<file path="config.mk">
export PLATFORM = sky130hd
export DESIGN_NAME = ifid_skid_stage
export DESIGN_NICKNAME = d
export VERILOG_FILES = /design/src/rtl/ifid_skid_stage.sv
export SDC_FILE = /design/constraint.sdc
export NUM_CORES = 1
export LEC_CHECK = 0
export ABC_CLOCK_PERIOD_IN_PS = 9000
export CAP_MARGIN = 10
export CORE_MARGIN = 5
export CORE_UTILIZATION = 50
export CTS_CLUSTER_SIZE = 8
export DETAILED_ROUTE_END_ITERATION = 6
export PLACE_DENSITY = 0.8
export REMOVE_ABC_BUFFERS = 1
export SETUP_SLACK_MARGIN = 0.05
export SYNTH_ARGS = -nofsm -noshare
export SYNTH_HDL_FRONTEND = slang
export SYNTH_SLANG_ARGS = --single-unit
export TNS_END_PERCENT = 1
</file>
<file path="constraint.sdc">
create_clock -name clk -period 9 [get_ports clk]
set_clock_uncertainty 0.15 [all_clocks]
set_input_delay 1.35 -clock clk [delete_from_list [all_inputs] [get_ports clk]]
set_output_delay 1.35 -clock clk [all_outputs]
set_load 0.005 [all_outputs]
</file>
<file path="src/rtl/ifid_skid_stage.sv">
// IF/ID boundary: valid/ready handshake with a 2-entry skid buffer, flush and perf counters.
// Latency 1 cycle; in_ready is registered, deasserted only when both entries are held.
module ifid_skid_stage #(
    parameter int                XLEN        = 32,
    parameter int                SIDE_W      = 1,
    parameter logic [XLEN-1:0]   BUBBLE_INST = XLEN'(32'h00000013),
    parameter int                CNT_W       = 32
) (
    input  logic              clk,
    input  logic              rst,
    input  logic              in_valid,
    output logic              in_ready,
    input  logic [XLEN-1:0]   in_pc,
    input  logic [XLEN-1:0]   in_inst,
    input  logic [SIDE_W-1:0] in_side,
    output logic              out_valid,
    input  logic              out_ready,
    output logic [XLEN-1:0]   out_pc,
    output logic [XLEN-1:0]   out_inst,
    output logic [SIDE_W-1:0] out_side,
    input  logic              flush,
    output logic [1:0]        occupancy,
    output logic [CNT_W-1:0]  stall_cnt,
    output logic [CNT_W-1:0]  flush_cnt
);

    typedef enum logic [1:0] {
        S_EMPTY = 2'd0,
        S_ONE   = 2'd1,
        S_FULL  = 2'd2
    } state_t;

    state_t             r_state;
    logic               r_in_ready;
    logic               r_out_valid;
    logic [1:0]         r_occ;
    logic [XLEN-1:0]    r_main_pc;
    logic [XLEN-1:0]    r_main_inst;
    logic [SIDE_W-1:0]  r_main_side;
    logic [XLEN-1:0]    r_skid_pc;
    logic [XLEN-1:0]    r_skid_inst;
    logic [SIDE_W-1:0]  r_skid_side;
    logic [CNT_W-1:0]   r_stall_cnt;
    logic [CNT_W-1:0]   r_flush_cnt;

    logic w_push;
    logic w_pop;

    always_comb begin
        w_push = in_valid & r_in_ready;
        w_pop  = r_out_valid & out_ready;
    end

    // Main register doubles as the bubble source so outputs never mux raw inputs.
    always_ff @(posedge clk or posedge rst) begin
        if (rst) begin
            r_state     <= S_EMPTY;
            r_in_ready  <= 1'b1;
            r_out_valid <= 1'b0;
            r_occ       <= 2'd0;
            r_main_pc   <= '0;
            r_main_inst <= BUBBLE_INST;
            r_main_side <= '0;
            r_skid_pc   <= '0;
            r_skid_inst <= '0;
            r_skid_side <= '0;
        end else if (flush) begin
            r_state     <= S_EMPTY;
            r_in_ready  <= 1'b1;
            r_out_valid <= 1'b0;
            r_occ       <= 2'd0;
            r_main_pc   <= '0;
            r_main_inst <= BUBBLE_INST;
            r_main_side <= '0;
        end else begin
            case (r_state)
                S_EMPTY: begin
                    if (w_push) begin
                        r_state     <= S_ONE;
                        r_out_valid <= 1'b1;
                        r_occ       <= 2'd1;
                        r_main_pc   <= in_pc;
                        r_main_inst <= in_inst;
                        r_main_side <= in_side;
                    end
                end
                S_ONE: begin
                    if (w_push && w_pop) begin
                        r_main_pc   <= in_pc;
                        r_main_inst <= in_inst;
                        r_main_side <= in_side;
                    end else if (w_push) begin
                        r_state     <= S_FULL;
                        r_in_ready  <= 1'b0;
                        r_occ       <= 2'd2;
                        r_skid_pc   <= in_pc;
                        r_skid_inst <= in_inst;
                        r_skid_side <= in_side;
                    end else if (w_pop) begin
                        r_state     <= S_EMPTY;
                        r_out_valid <= 1'b0;
                        r_occ       <= 2'd0;
                        r_main_pc   <= '0;
                        r_main_inst <= BUBBLE_INST;
                        r_main_side <= '0;
                    end
                end
                S_FULL: begin
                    if (w_pop) begin
                        r_state     <= S_ONE;
                        r_in_ready  <= 1'b1;
                        r_occ       <= 2'd1;
                        r_main_pc   <= r_skid_pc;
                        r_main_inst <= r_skid_inst;
                        r_main_side <= r_skid_side;
                    end
                end
                default: begin
                    r_state     <= S_EMPTY;
                    r_in_ready  <= 1'b1;
                    r_out_valid <= 1'b0;
                    r_occ       <= 2'd0;
                    r_main_pc   <= '0;
                    r_main_inst <= BUBBLE_INST;
                    r_main_side <= '0;
                end
            endcase
        end
    end

    // A stall is counted even on the flush cycle; flushing an empty stage is not a flush.
    always_ff @(posedge clk or posedge rst) begin
        if (rst) begin
            r_stall_cnt <= '0;
            r_flush_cnt <= '0;
        end else begin
            if (r_out_valid && !out_ready && (r_stall_cnt != '1))
                r_stall_cnt <= r_stall_cnt + CNT_W'(1);
            if (flush && (r_state != S_EMPTY) && (r_flush_cnt != '1))
                r_flush_cnt <= r_flush_cnt + CNT_W'(1);
        end
    end

    assign in_ready  = r_in_ready;
    assign out_valid = r_out_valid;
    assign out_pc    = r_main_pc;
    assign out_inst  = r_main_inst;
    assign out_side  = r_main_side;
    assign occupancy = r_occ;
    assign stall_cnt = r_stall_cnt;
    assign flush_cnt = r_flush_cnt;

endmodule
</file>
==> results.yml <==
outcome:
  outcome: "finished clean"
cts:
  tritoncts: "yes"
  h-tree-depth: 4
  ctsResizeCount: 0
  ctsHoldBuffers: 0
  clock_sinks: 198
  clockBufferDepth: 2
  post-cts-setup-buffers: 0
  cts-root-buf: "clkbuf_16"
  path_clk_slew_ps: 80
  numCtsBuffers: 17
  insertion_delay_ps: 420
floorplan:
  ioPinCount: 203
  die_area_um2: 19890
  start_util: 0.5033
  core.rowCount: 48
  die_w_um: 141.0
  die_y_um: 141.0
  core-area_um2: 17060
timing:
  max_freq_mhz: 277.7
  worst_pin_slew_ps: 1000
  rsz0062_at_grt: "false"
  setup_ws_ps: 5399
  finalSetupViolations: 0
  hold_viol_final: 0
  drv_slew: 0
  timing.final.crit_share: 0.4001
  period_minus_slack_ps: 3601
  fin_setup_tns_ps: 0
  max_slew_margin: 0.3330
  hold_ws_ps: 340.9
yosys:
  ys_seq_elements: 198
  async_flop_share: 1.000
  synthTopCellsByCount: "dfrtp_1 (194), mux2_2 (67), a22oi_1 (62), o2bb2ai_1 (62), xnor2_1 (41)"
  ys_warn_count: 0
  syn-instance-count: 686
  synth_area_leaders: "dfrtp_1 (57%), mux2_2 (8.8%), o2bb2ai_1 (6.3%), a22oi_1 (5.4%), xnor2_1 (4.2%)"
  synth.largest_area_cell: "dfrtp_1"
  synth_cell_types: 48
  synth_top_cell_area_share: 0.5655
  seq_area_frac_synth: 0.5778
  syn-cell-area_um2: 8584
  synth.most_common_cell: "dfrtp_1"
  ys.flop_type: "dfrtp_1"
  synth_edf_count: 0
  syn_avg_cell_area_um2: 12.51
job:
  maxCapViolCount: 0
placed_design:
  dpl_worst_slack_ps: 4979
  place_congestion: 0.7637
  hpwl_mm: 13.83
  place_area_um2: 10790
  port_buffers: 202
  dp_cells: 1074
routing:
  firstDrtPassIters: 4
  vias: 6349
  post-route-drc-count: 0
  antenna_left: 0
  wire_per_inst_um: 19.37
  totalWireLength_mm: 21.42
  vias_per_cell: 5.741
  drt-initial-drc-count: 372
power:
  total_power_mw: 2.521
  p_leak_nw: 4.788
  peakVddDrop_mv: 0.1437
  p_per_area_nw_per_um2: 221.9
global_route:
  antenna_found_initial: 1
  grt_pass1_vias: 6477
  grt_max_degree: 127
  grt_use_total: 0.2177
  overflow: 0
  grt_pass1_wl_mm: 35.00
critical_path:
  crit_path_cell_trace: "clkdlybuf4s50_1 -> and2_0 -> nor2_1 -> nand3_4 -> mux2_2"
  r2r_slack_ps: 6360
  critPathMaxStageDelay_ps: 750
  startpoint_type: "input pin"
  cp.required_ps: 9160
  critPathTopFamily: "simple AND/OR/NAND/NOR gates"
  cp_num_buf_inv: 1
  crit_arrival_ps: 3760
  crit_path_end_kind: "register"
  worst_path_max_delay_cell: "nand3_4"
  crit_type: "in -> reg"
  path_max_fanout: 65
cells_and_area:
  layout-drive-gt1-share: 0.1386
  seq_area_um2: 4960
  nets: 940
  multiInputGateArea_um2: 3470
  design_area_um2: 11360
  area_delta_synth_final_pct: 32.36
  fin_cells: 1106
  fillers: 1373
  final_core_util: 0.6662
hold_path:
  min_path_type: "reg -> reg"
==> routing by layer <==
layer,vias up,part of all wire,global-route usage
met3,26,0.050,0.05801
met4,0,0.017,0.06527
met1,3229,0.45,0.2937
met2,149,0.49,0.3483
li1,2945,-,-
met5,-,0,0
==> cells by family after synthesis <==
| logic type | after synthesis | share of synthesized area |
|---|---|---|
| DFF | 198 | 0.5778 |
| AOI/OAI and AO/OA | 148 | 0.1392 |
| buffers and inverters | 47 | 0.02347 |
| and+or+nand+nor | 164 | 0.1076 |
| muxes | 67 | 0.08789 |
| adders and majority gates | 2 | 0.002915 |
| xor gates and xnor gates | 60 | 0.06122 |
==> cell type report <==
type	count	area share
antenna	1	0.0002202
clock inverter	14	0.01277
tap	225	0.02478
clock buffer	17	0.03744
timing repair buffer	207	0.1813
inverter	3	0.001652
multi-input combinational	441	0.3054
sequential	198	0.4365
==> report_power, final <==
group	switching (mW)	total, mW	internal [mW]
clock	0.354	0.743	0.389
sequential	0.140	1.24	1.10
combinational	0.225	0.539	0.314
==> path summary, 6_finish.rpt <==
kind,start,to,cells after the start
min in group asynchronous,rst,r_skid_pc[17]$_DFFE_PP0P_,2
worst max register to register,occupancy[1]$_DFFE_PP0P_,r_skid_pc[31]$_DFFE_PP0P_,3
worst min-delay path,out_pc[28]$_DFFE_PP0P_,out_pc[28]$_DFFE_PP0P_,1
worst max-delay path,out_ready,r_skid_pc[31]$_DFFE_PP0P_,5
max in group asynchronous,rst,r_skid_inst[0]$_DFFE_PP0P_,3
worst min register to register,out_pc[28]$_DFFE_PP0P_,out_pc[28]$_DFFE_PP0P_,1
==> cell usage in the layout (no fill, tap or decap), types with 3 or more instances in the layout <==
master           instances
clkdlybuf4s50_1        202
dfrtp_1                194
mux2_2                  67
a22oi_1                 62
o2bb2ai_1               62
xnor2_1                 41
nand4_1                 28
nand3_1                 27
nand2_1                 23
nor2_1                  21
xor2_1                  19
clkbuf_16               17
nor3_1                  13
and3_1                  12
and4_1                   7
a21oi_1                  6
inv_6                    6
nor4_1                   5
buf_4                    5
o21ai_0                  4
dfstp_2                  4
nor2b_1                  3
and2_1                   3
o32a_1                   3
clkinv_2                 3
==> state kept, by name, indices dropped and copies added (netlist names) <==
signal	count
out_inst	32
r_skid_inst	32
r_skid_pc	32
r_skid_side	1
stall_cnt	32
in_ready	1
out_valid	1
out_side	1
flush_cnt	32
occupancy	2
out_pc	32
(Power assumes the default switching activity.)
